File: config.mk
export PLATFORM = sky130hd
export DESIGN_NAME = kbd_seg
export DESIGN_NICKNAME = d
export VERILOG_FILES = /design/src/rtl/kbd_pkg.sv /design/src/rtl/ps2_rx.sv /design/src/rtl/seg.sv /design/src/rtl/kbd_seg.sv
export SDC_FILE = /design/constraint.sdc
export NUM_CORES = 1
export LEC_CHECK = 0
export BUFFER_PORTS_ARGS = -buffer_cell sky130_fd_sc_hd__buf_4
export CAP_MARGIN = 15
export CORE_ASPECT_RATIO = 0.9
export CORE_UTILIZATION = 50
export DETAILED_ROUTE_END_ITERATION = 7
export PLACE_DENSITY = 0.76
export SYNTH_ARGS = -nofsm -noshare
export SYNTH_HDL_FRONTEND = slang
export SYNTH_SLANG_ARGS = --single-unit
File: constraint.sdc
create_clock -name clk -period 2 [get_ports clk]
set_clock_uncertainty 0.2 [all_clocks]
set_input_delay 0.1 -clock clk [delete_from_list [all_inputs] [get_ports clk]]
set_output_delay 0.1 -clock clk [all_outputs]
set_load 0.02 [all_outputs]
File: src/rtl/kbd_pkg.sv
// kbd_pkg: shared types and constants for the PS/2 keyboard readout.
//   kbd_state_t : make/break decoder states
//   PS2_EXT     : extended-key prefix byte
//   PS2_BRK     : break (key release) prefix byte
//   FRAME_BITS  : PS/2 device-to-host frame length (start, 8 data, parity, stop)
//   SEG_BLANK   : segment pattern with every segment off (active-low display)
package kbd_pkg;
  typedef enum logic [1:0] {
    IDLE  = 2'd0,
    HELD  = 2'd1,
    BREAK = 2'd2
  } kbd_state_t;

  localparam logic [7:0] PS2_EXT    = 8'hE0;
  localparam logic [7:0] PS2_BRK    = 8'hF0;
  localparam int         FRAME_BITS = 11;
  localparam logic [7:0] SEG_BLANK  = 8'hFF;
endpackage

File: src/rtl/ps2_rx.sv
// ps2_rx: PS/2 device-to-host frame receiver.
//   clk, rst      : system clock, asynchronous active-low reset
//   ps2_clk/data  : raw asynchronous PS/2 lines
//   byte_rdy      : one-cycle strobe for each good frame
//   byte_data     : data byte of the last good frame
//   err           : sticky start/stop/parity error flag
module ps2_rx
  import kbd_pkg::*;
#(
  parameter int TIMEOUT_CYCLES = 50000,
  parameter int SYNC_STAGES    = 3
) (
  input  logic       clk,
  input  logic       rst,
  input  logic       ps2_clk,
  input  logic       ps2_data,
  output logic       byte_rdy,
  output logic [7:0] byte_data,
  output logic       err
);
  localparam int            TW       = $clog2(TIMEOUT_CYCLES + 1);
  localparam logic [TW-1:0] IDLE_MAX = TW'(TIMEOUT_CYCLES - 1);
  localparam logic [3:0]    LAST_BIT = 4'(FRAME_BITS - 1);

  logic [SYNC_STAGES-1:0] clk_sync;
  logic [SYNC_STAGES-1:0] data_sync;
  logic                   clk_prev;
  logic                   fall;
  logic                   data_q;
  logic [3:0]             bit_cnt;
  logic [TW-1:0]          idle_cnt;
  logic [9:0]             bits;
  logic [10:0]            frame;
  logic                   frame_ok;

  // The ten earlier bits plus the one arriving now; frame[0] is the start bit.
  assign frame    = {data_q, bits};
  assign frame_ok = ~frame[0] & frame[10] & (^frame[9:1]);

  // Synchroniser and registered falling-edge detect. Lines idle high, so
  // the chain resets to ones and no false edge appears on reset release.
  always_ff @(posedge clk or negedge rst) begin
    if (!rst) begin
      clk_sync  <= '1;
      data_sync <= '1;
      clk_prev  <= 1'b1;
      fall      <= 1'b0;
      data_q    <= 1'b1;
    end else begin
      clk_sync  <= {clk_sync[SYNC_STAGES-2:0], ps2_clk};
      data_sync <= {data_sync[SYNC_STAGES-2:0], ps2_data};
      clk_prev  <= clk_sync[SYNC_STAGES-1];
      fall      <= clk_prev & ~clk_sync[SYNC_STAGES-1];
      data_q    <= data_sync[SYNC_STAGES-1];
    end
  end

  // Bit counter, frame check and mid-frame timeout.
  always_ff @(posedge clk or negedge rst) begin
    if (!rst) begin
      bit_cnt  <= '0;
      idle_cnt <= '0;
      byte_rdy <= 1'b0;
      err      <= 1'b0;
    end else begin
      byte_rdy <= 1'b0;
      if (fall) begin
        idle_cnt <= '0;
        if (bit_cnt == LAST_BIT) begin
          bit_cnt <= '0;
          if (frame_ok) byte_rdy <= 1'b1;
          else          err      <= 1'b1;
        end else begin
          bit_cnt <= bit_cnt + 4'd1;
        end
      end else if (bit_cnt != 4'd0) begin
        // A stalled frame is dropped quietly so the next start bit realigns.
        if (idle_cnt == IDLE_MAX) begin
          bit_cnt  <= '0;
          idle_cnt <= '0;
        end else begin
          idle_cnt <= idle_cnt + TW'(1);
        end
      end else begin
        idle_cnt <= '0;
      end
    end
  end

  // Shift register: newest bit enters at the top, LSB-first order.
  always_ff @(posedge clk) begin
    if (fall) begin
      bits <= {data_q, bits[9:1]};
      if (bit_cnt == LAST_BIT) byte_data <= frame[8:1];
    end
  end
endmodule

File: src/rtl/seg.sv
// seg: hex digit to seven-segment decoder for the NVBoard display chain.
//   hex  in 4 : digit to show
//   en   in 1 : 0 forces the blank pattern
//   segs out 8: active-low segments, bit order {a,b,c,d,e,f,g,dp}
module seg
  import kbd_pkg::*;
(
  input  logic [3:0] hex,
  input  logic       en,
  output logic [7:0] segs
);
  logic [7:0] lit;

  always_comb begin
    lit = 8'h00;
    case (hex)
      4'h0: lit = 8'hFC;
      4'h1: lit = 8'h60;
      4'h2: lit = 8'hDA;
      4'h3: lit = 8'hF2;
      4'h4: lit = 8'h66;
      4'h5: lit = 8'hB6;
      4'h6: lit = 8'hBE;
      4'h7: lit = 8'hE0;
      4'h8: lit = 8'hFE;
      4'h9: lit = 8'hF6;
      4'hA: lit = 8'hEE;
      4'hB: lit = 8'h3E;
      4'hC: lit = 8'h9C;
      4'hD: lit = 8'h7A;
      4'hE: lit = 8'h9E;
      4'hF: lit = 8'h8E;
      default: lit = 8'h00;
    endcase
    segs = en ? ~lit : SEG_BLANK;
  end
endmodule

File: src/rtl/kbd_seg.sv
// kbd_seg: PS/2 keyboard make/break decoder with seven-segment readout.
//   clk, rst       : system clock, asynchronous active-low reset
//   ps2_clk/data   : raw PS/2 keyboard lines
//   key_valid      : one-cycle pulse per registered key press
//   key_code       : scan code of the held key, 0x00 when released
//   frame_err      : sticky receive error flag
//   seg_0..seg_7   : segment patterns; 1:0 key code (HELD only),
//                    5:4 press count, others blank
module kbd_seg
  import kbd_pkg::*;
#(
  parameter int TIMEOUT_CYCLES = 50000,
  parameter int SYNC_STAGES    = 3
) (
  input  logic       clk,
  input  logic       rst,
  input  logic       ps2_clk,
  input  logic       ps2_data,
  output logic       key_valid,
  output logic [7:0] key_code,
  output logic       frame_err,
  output logic [7:0] seg_0,
  output logic [7:0] seg_1,
  output logic [7:0] seg_2,
  output logic [7:0] seg_3,
  output logic [7:0] seg_4,
  output logic [7:0] seg_5,
  output logic [7:0] seg_6,
  output logic [7:0] seg_7
);
  logic       byte_rdy;
  logic [7:0] byte_data;
  kbd_state_t state, state_nx;
  logic [7:0] code_nx;
  logic [7:0] count, count_nx;
  logic       valid_nx;
  logic       held;

  ps2_rx #(
    .TIMEOUT_CYCLES(TIMEOUT_CYCLES),
    .SYNC_STAGES   (SYNC_STAGES)
  ) u_rx (
    .clk      (clk),
    .rst      (rst),
    .ps2_clk  (ps2_clk),
    .ps2_data (ps2_data),
    .byte_rdy (byte_rdy),
    .byte_data(byte_data),
    .err      (frame_err)
  );

  always_ff @(posedge clk or negedge rst) begin
    if (!rst) begin
      state     <= IDLE;
      key_code  <= 8'h00;
      count     <= 8'h00;
      key_valid <= 1'b0;
    end else begin
      state     <= state_nx;
      key_code  <= code_nx;
      count     <= count_nx;
      key_valid <= valid_nx;
    end
  end

  always_comb begin
    state_nx = state;
    code_nx  = key_code;
    count_nx = count;
    valid_nx = 1'b0;
    // The extended prefix carries no information for this display.
    if (byte_rdy && byte_data != PS2_EXT) begin
      if (byte_data == PS2_BRK) begin
        state_nx = BREAK;
      end else begin
        case (state)
          BREAK: begin
            state_nx = IDLE;
            code_nx  = 8'h00;
          end
          HELD: begin
            // Same code again is typematic repeat, not a new press.
            if (byte_data != key_code) begin
              code_nx  = byte_data;
              count_nx = count + 8'd1;
              valid_nx = 1'b1;
            end
          end
          default: begin
            state_nx = HELD;
            code_nx  = byte_data;
            count_nx = count + 8'd1;
            valid_nx = 1'b1;
          end
        endcase
      end
    end
  end

  assign held = (state == HELD);

  seg u_seg0 (.hex(key_code[3:0]), .en(held), .segs(seg_0));
  seg u_seg1 (.hex(key_code[7:4]), .en(held), .segs(seg_1));
  seg u_seg2 (.hex(4'h0),          .en(1'b0), .segs(seg_2));
  seg u_seg3 (.hex(4'h0),          .en(1'b0), .segs(seg_3));
  seg u_seg4 (.hex(count[3:0]),    .en(1'b1), .segs(seg_4));
  seg u_seg5 (.hex(count[7:4]),    .en(1'b1), .segs(seg_5));
  seg u_seg6 (.hex(4'h0),          .en(1'b0), .segs(seg_6));
  seg u_seg7 (.hex(4'h0),          .en(1'b0), .segs(seg_7));
endmodule

==> metrics, run 1 <==
non-filler cells, final 586; Clock transition at path regs 70 ps; vias in the first global route 2910; Setup violations, final 20; post-place instance area 4480 sq um; leakage 2.26 nW; H-tree level count 3; Vias between 3k and 4k; share of layout cells above drive strength 1 0.384; critical path class reg -> out; Rel. slew slack 0.585; routability cong. 0.791; ANT cells 0; Total GRT Usage 0.202; Max Freq about 440 MHz; Area contributors post-synth dfrtp_1, edfxtp_1, ha_1; area delta synth->final 33.5%; Initial DRT Pass Iterations 4; hold_ws 129 ps; Post-synth ARST share 0.735; fin crit share 1.13; critical path, cell by cell buf_4, ha_2, mux4_2, or2_4, buf_6; reg2reg start key_code[0]; CP Buf/Inv Count 2; failing checks negative setup slack; Seq/Total Area, Yosys 0.443; largest net degree at the start of global routing 51; Final Max Tran Viols 0; pwr/cell area ~540 nW/um^2; clock sink total 68; number of synthesized register bits 68; r2r setup slk -170 ps; Post-Synthesis Cell Area 4070 sq um; Largest stage delay, worst path 470 ps; CP Capture Type output pin; cell area after layout 5430 sq um; Post-Synthesis Cells 382; final setup TNS -2040 ps; post-route setup slack -254 ps; Inst Count DP 531; post-synth top area cell dfrtp_1; Worst path slowest cell mux4_2; Most used DFF post-synth dfrtp_1; EDFF count, synth 18; status finished, violations left; Synth cell types 55; Detail Route Antenna Nets 0; hpwl dp 5290 um; Post-Syn Area per Cell 10.7 sq um; vias per inst 5.36; maximum VDD drop 789 uV; FILL cells 516; Max Cap Viol 0; fin crit period approximately 2300 ps; Initial DRC Count about 150; crit path max fanout 4; Tightest Hold Check Type in -> async; Initial Utilization 0.529; drt drc 0; CTS tree built; detailed-route wire length 9120 um; post-layout util 0.706; Core ar. 7690 sq um; Longest Clk Path Bufs 2; nets 515; Worst path top cell family by delay multiplexers; root buffer cell clkbuf_8; Clock Latency Late Sink 330 ps; multi-input logic area 2380 sq um; WP data required 1700 ps; RSZ-0062 raised after global routing true; r2r worst-path depth 8; DR WL/cell 15.6 um; warnings from Yosys 0; global-route wire length before repair 13700 um; initial antenna violation count 0; Final Hold Viols 0; Reg2Reg Capture Point key_code[3]; # rows 30; Buffers on Ports 41; Reg area roughly 1800 sq um; Yosys top cell area share 0.258; Worst Tran Pin Value 623 ps; CP Data Arrival Time 1950 ps; CP Launch Type flip-flop; full die area around 8500 sq um; Die X about 97 um; Die Height 87.6 um; GR Overflow Total 0; IO Count 78; CTS Buf Count 9
==> cells by family (layout without fill, tap and decap cells) <==
kind of cell               after synthesis  after routing  share of synthesized area
AOI/OAI and AO/OA                       57             60                      0.103
xor gates and xnor gates                36             36                     0.0808
adders and majority gates               26             26                     0.0799
buffers and inverters                   69            139                      0.101
DFF                                     68             68                      0.443
muxes                                   14             14                     0.0470
other                                    1             36                   0.000921
and+or+nand+nor                        111            111                      0.144
==> report_power, final <==
| group | internal [W] | switching (W) | total (W) |
|---|---|---|---|
| clock network | 0.000482 | 0.000466 | 0.000948 |
| registers | 0.00150 | 0.0000787 | 0.00158 |
| logic | 0.000164 | 0.000258 | 0.000422 |
| total | 0.00215 | 0.000802 | 0.00295 |
==> cell type report <==
| type | count | area share |
|---|---|---|
| Sequential cell | 68 | 0.333 |
| Clock buffer | 14 | 0.0281 |
| Tap cell | 96 | 0.0221 |
| Multi-Input combinational cell | 283 | 0.437 |
| Clock inverter | 2 | 0.00184 |
| Timing Repair Buffer | 101 | 0.160 |
| Inverter | 22 | 0.0177 |
==> state kept, by name, indices dropped and copies added (netlist names) <==
register and flops:
count 8, key_code 8, key_valid 1, state 2, u_rx.bit_cnt 4, u_rx.bits 10
u_rx.byte_data 8, u_rx.byte_rdy 1, u_rx.clk_prev 1, u_rx.clk_sync 3, u_rx.data_q 1, u_rx.data_sync 3
u_rx.err 1, u_rx.fall 1, u_rx.idle_cnt 16
==> stage by stage <==
stage / setup WS [ps] / power, W
final: -254 / 0.00295
after global placement: 34.3 / 0.00196
after CTS: -242 / 0.00295
after floorplan: -78.1 / 0.00191
after global routing: -313 / 0.00311
after detailed placement: -41.8 / 0.00198
==> layer usage <==
metal | up-vias | share of wire | GRT usage
met5 | - | 0 | 0
met4 | 0 | 0.027 | 0.0773
met3 | 27 | 0.051 | 0.0455
met2 | 113 | 0.51 | 0.354
met1 | 1528 | 0.41 | 0.248
li1 | 1474 | - | -
==> worst reg2reg max path: stages, from the launching register on <==
cell     delay [ps]
dfrtp_2         430
buf_6           140
buf_6           130
xor2_4          180
nor4_4          290
buf_6           170
buf_6           120
a31oi_4         120
a22o_1          270
==> Yosys cell counts, types with 4 or more instances <==
| cell type | instances |
|---|---|
| a21oi_1 | 4 |
| a22o_1 | 10 |
| a31oi_1 | 5 |
| and3_1 | 5 |
| buf_4 | 36 |
| clkbuf_1 | 6 |
| dfrtp_1 | 42 |
| dfstp_2 | 8 |
| edfxtp_1 | 18 |
| ha_1 | 26 |
| inv_1 | 22 |
| mux2i_1 | 9 |
| mux4_2 | 4 |
| nand2_1 | 17 |
| nand2b_1 | 6 |
| nand3_1 | 15 |
| nand4_1 | 4 |
| nor2_1 | 34 |
| nor2b_1 | 6 |
| nor3_1 | 4 |
| o211ai_1 | 7 |
| o21ai_0 | 12 |
| xnor2_1 | 20 |
| xor2_1 | 15 |
==> cell usage in the layout (no fill, tap or decap), types with 6 or more instances in the layout <==
cell type   n
dfstp_2     8
ha_1        7
nand3_1    13
buf_6      24
inv_1      10
nor2_1     32
mux2i_1     9
dfrtp_1    36
clkbuf_8   10
nor2b_1     6
xor2_1     14
inv_2       8
o21ai_0     9
buf_4      73
dfrtp_2     6
xnor2_1    19
nand2_1    15
edfxtp_1   18
ha_4       14
a22o_1     10
conb_1     36
o211ai_1    7
==> repair_timing <==
item | in CTS | in global routing
gates cloned | 1 | 2
hold buffers | 3 | 0
pin swaps | 12 | 31
buffers inserted | 17 | 17
endpoints found under the setup margin | 12 | 35
hold endpoints to repair | 52 | 0
resized for setup | 56 | 48
==> worst max path at each step <==
| stage | slack [ps] | to | from | cells after the start |
|---|---|---|---|---|
| after floorplan | -80 | seg_0[4] | key_code[1] | 5 |
| after global placement | 30 | seg_1[4] | key_code[4] | 6 |
| after detailed placement | -40 | seg_0[4] | key_code[0] | 6 |
| after CTS | -240 | seg_0[4] | key_code[1] | 6 |
| after global routing | -310 | seg_0[4] | key_code[1] | 6 |
| final | -250 | seg_1[4] | key_code[5] | 5 |
No activity file was read; power rests on OpenSTA's default activity.
==> run 2, diff against run 1 <==
CELL_PAD_IN_SITES_DETAIL_PLACEMENT = 1   (was not set)
CELL_PAD_IN_SITES_GLOBAL_PLACEMENT = 2   (was not set)
CORE_UTILIZATION = 32   (was 50)
PLACE_DENSITY = not set   (was 0.76)
PLACE_DENSITY_LB_ADDON = 0.1   (was not set)
==> run 2 against run 1 <==
Maximum frequency is 2.7% higher. Cell count up 12%. Register-to-register slack got worse by 20 ps. Clock power rose by 65%. Setup slack gained 60 ps. Count of clock-buffer cells in the layout is 3 lower. Largest cell class unchanged. Sequential power barely moved. Routed wire length up 2.3%. Via count is 2.3% lower. Highest routed layer unchanged. The flow still finishes with violations (negative setup slack).
==> metrics, run 2 (synthesis results as in run 1) <==
detailed-route wire length 9340 um; CP Data Arrival Time 1890 ps; critical path class reg -> out; Setup violations, final 21; final setup TNS -2580 ps; biggest regs u_rx.idle_cnt x16, u_rx.bits x10; WP data required approximately 1700 ps; IO Count 78; Total GRT Usage 0.145; hold_ws 149 ps; crit path max fanout 3; commonest non-fill, non-tap cells in the layout buf_4, dfrtp_1, conb_1, nor2_1, xnor2_1; failing checks negative setup slack; Max Freq 456 MHz; critical path, cell by cell buf_6, ha_2, mux4_2, or2_4, buf_6; Die Height around 110 um; Initial Utilization 0.333; Largest stage delay, worst path 450 ps; H-tree level count 3; pwr/cell area 645 nW/um^2; Worst path slowest cell mux4_2; full die area 13200 sq um; Core ar. 12200 sq um; Final Max Tran Viols 0; Initial DRT Pass Iterations 4; share of layout cells above drive strength 1 0.382; vias in the first global route 3112; status finished, violations left; post-place instance area 4670 sq um; drt drc 0; Crit path top cell by count buf_6; GR Overflow Total 0; initial antenna violation count 0; Clock Latency Late Sink around 320 ps; Die X 121 um; post-route setup slack -194 ps; vias per inst 4.66; fin crit period about 2200 ps; largest net degree at the start of global routing 51; ANT cells 0; Max Cap Viol 0; nets 523; overall power 0.00358 W; Longest Clk Path Bufs 2; CTS Buf Count 9; Worst Tran Pin Value between 600 and 700 ps; max FFs per register 16; commonest non-fill, non-tap cell in the layout buf_4; Detail Route Antenna Nets 0; root buffer cell clkbuf_16; CTS tree built; Vias 3069; Tightest Hold Check Type in -> async; global-route wire length before repair between 10000 and 15000 um; leakage 2.34 nW; RSZ-0062 raised after global routing true; maximum VDD drop about 370 uV; # rows 38; DR WL/cell around 14 um; cell area after layout 5550 sq um; Buffers on Ports 41; CP Launch Type flip-flop; CP Capture Type output pin; hpwl dp 6440 um; Rel. slew slack 0.557; routability cong. 0.748; Top reg by flops u_rx.idle_cnt; Final Hold Viols 0; Clock transition at path regs approximately 50 ps; clock sink total between 60 and 70; fin crit share 1.10; Initial DRC Count 138; area delta synth->final 36.3%
run 2: cell types whose count changed in the layout (fill, tap and decap cells not counted), sizes merged:
cell      before  now
clkinvlp       1    3
clkbuf        14   11
bufinv         0    1
buf           98  108
a31oi          9    7
run 2: metal layers:
metal	global-route usage	up-vias	routed length, um
li1	-	1490	-
met4	0.0582	0	113
met2	0.253	58	4780
met5	0	-	0
met1	0.178	1511	4160
met3	0.0225	10	282
run 2: worst paths after layout:
path	endpoint	startpoint	cells after the start	slack, ps
max in group asynchronous	key_code[0]	rst	2	950
hold / removal	u_rx.idle_cnt[0]	rst	2	150
setup reg to reg	key_code[7]	key_code[5]	9	-190
setup / recovery	seg_0[4]	key_code[0]	5	-190
min in group clk	u_rx.clk_sync[1]	u_rx.clk_sync[0]	0	150
hold reg to reg	u_rx.clk_sync[1]	u_rx.clk_sync[0]	0	150
run 2: power breakdown:
part / internal, W / switching (W) / total (W)
clock network: 0.000990 / 0.000568 / 0.00156
logic: 0.000183 / 0.000264 / 0.000446
registers: 0.00151 / 0.0000709 / 0.00158
total: 0.00268 / 0.000902 / 0.00358
run 2: area by class of cell:
cell class | instances | area, sq um
fillers | 1345 | 6670
multi-input cells | 281 | 2230
flip-flops and latches | 68 | 1810
repair buffers | 111 | 912
clock buffers | 11 | 243
well taps | 160 | 200
inverters | 22 | 100
clock inverters | 5 | 51.3
run 2: critical path: cells and delay by family (launching register included):
family | cells | cell delay (ps)
flip-flops | 1 | 430
multiplexers | 1 | 450
buffers and inverters | 2 | 260
adder cells (fa/ha/maj) | 1 | 170
AND/OR/NAND/NOR | 1 | 260
run 2: stage by stage:
step	utilization	setup WS, ps	instances
after floorplan	-	-78.1	417
after global placement	0.382	17.9	609
after detailed placement	0.382	-21.0	609
after CTS	0.435	-200	644
after global routing	0.454	-278	658
final	0.454	-194	658
run 2: what timing repair did:
item / in CTS / in global routing
endpoints found under the setup margin: 14 / 32
resized for setup: 46 / 35
buffers inserted: 15 / 15
hold buffers: 3 / 0
endpoints found under the hold margin: 44 / 0
cloned: 1 / 0
pin swaps: 10 / 27
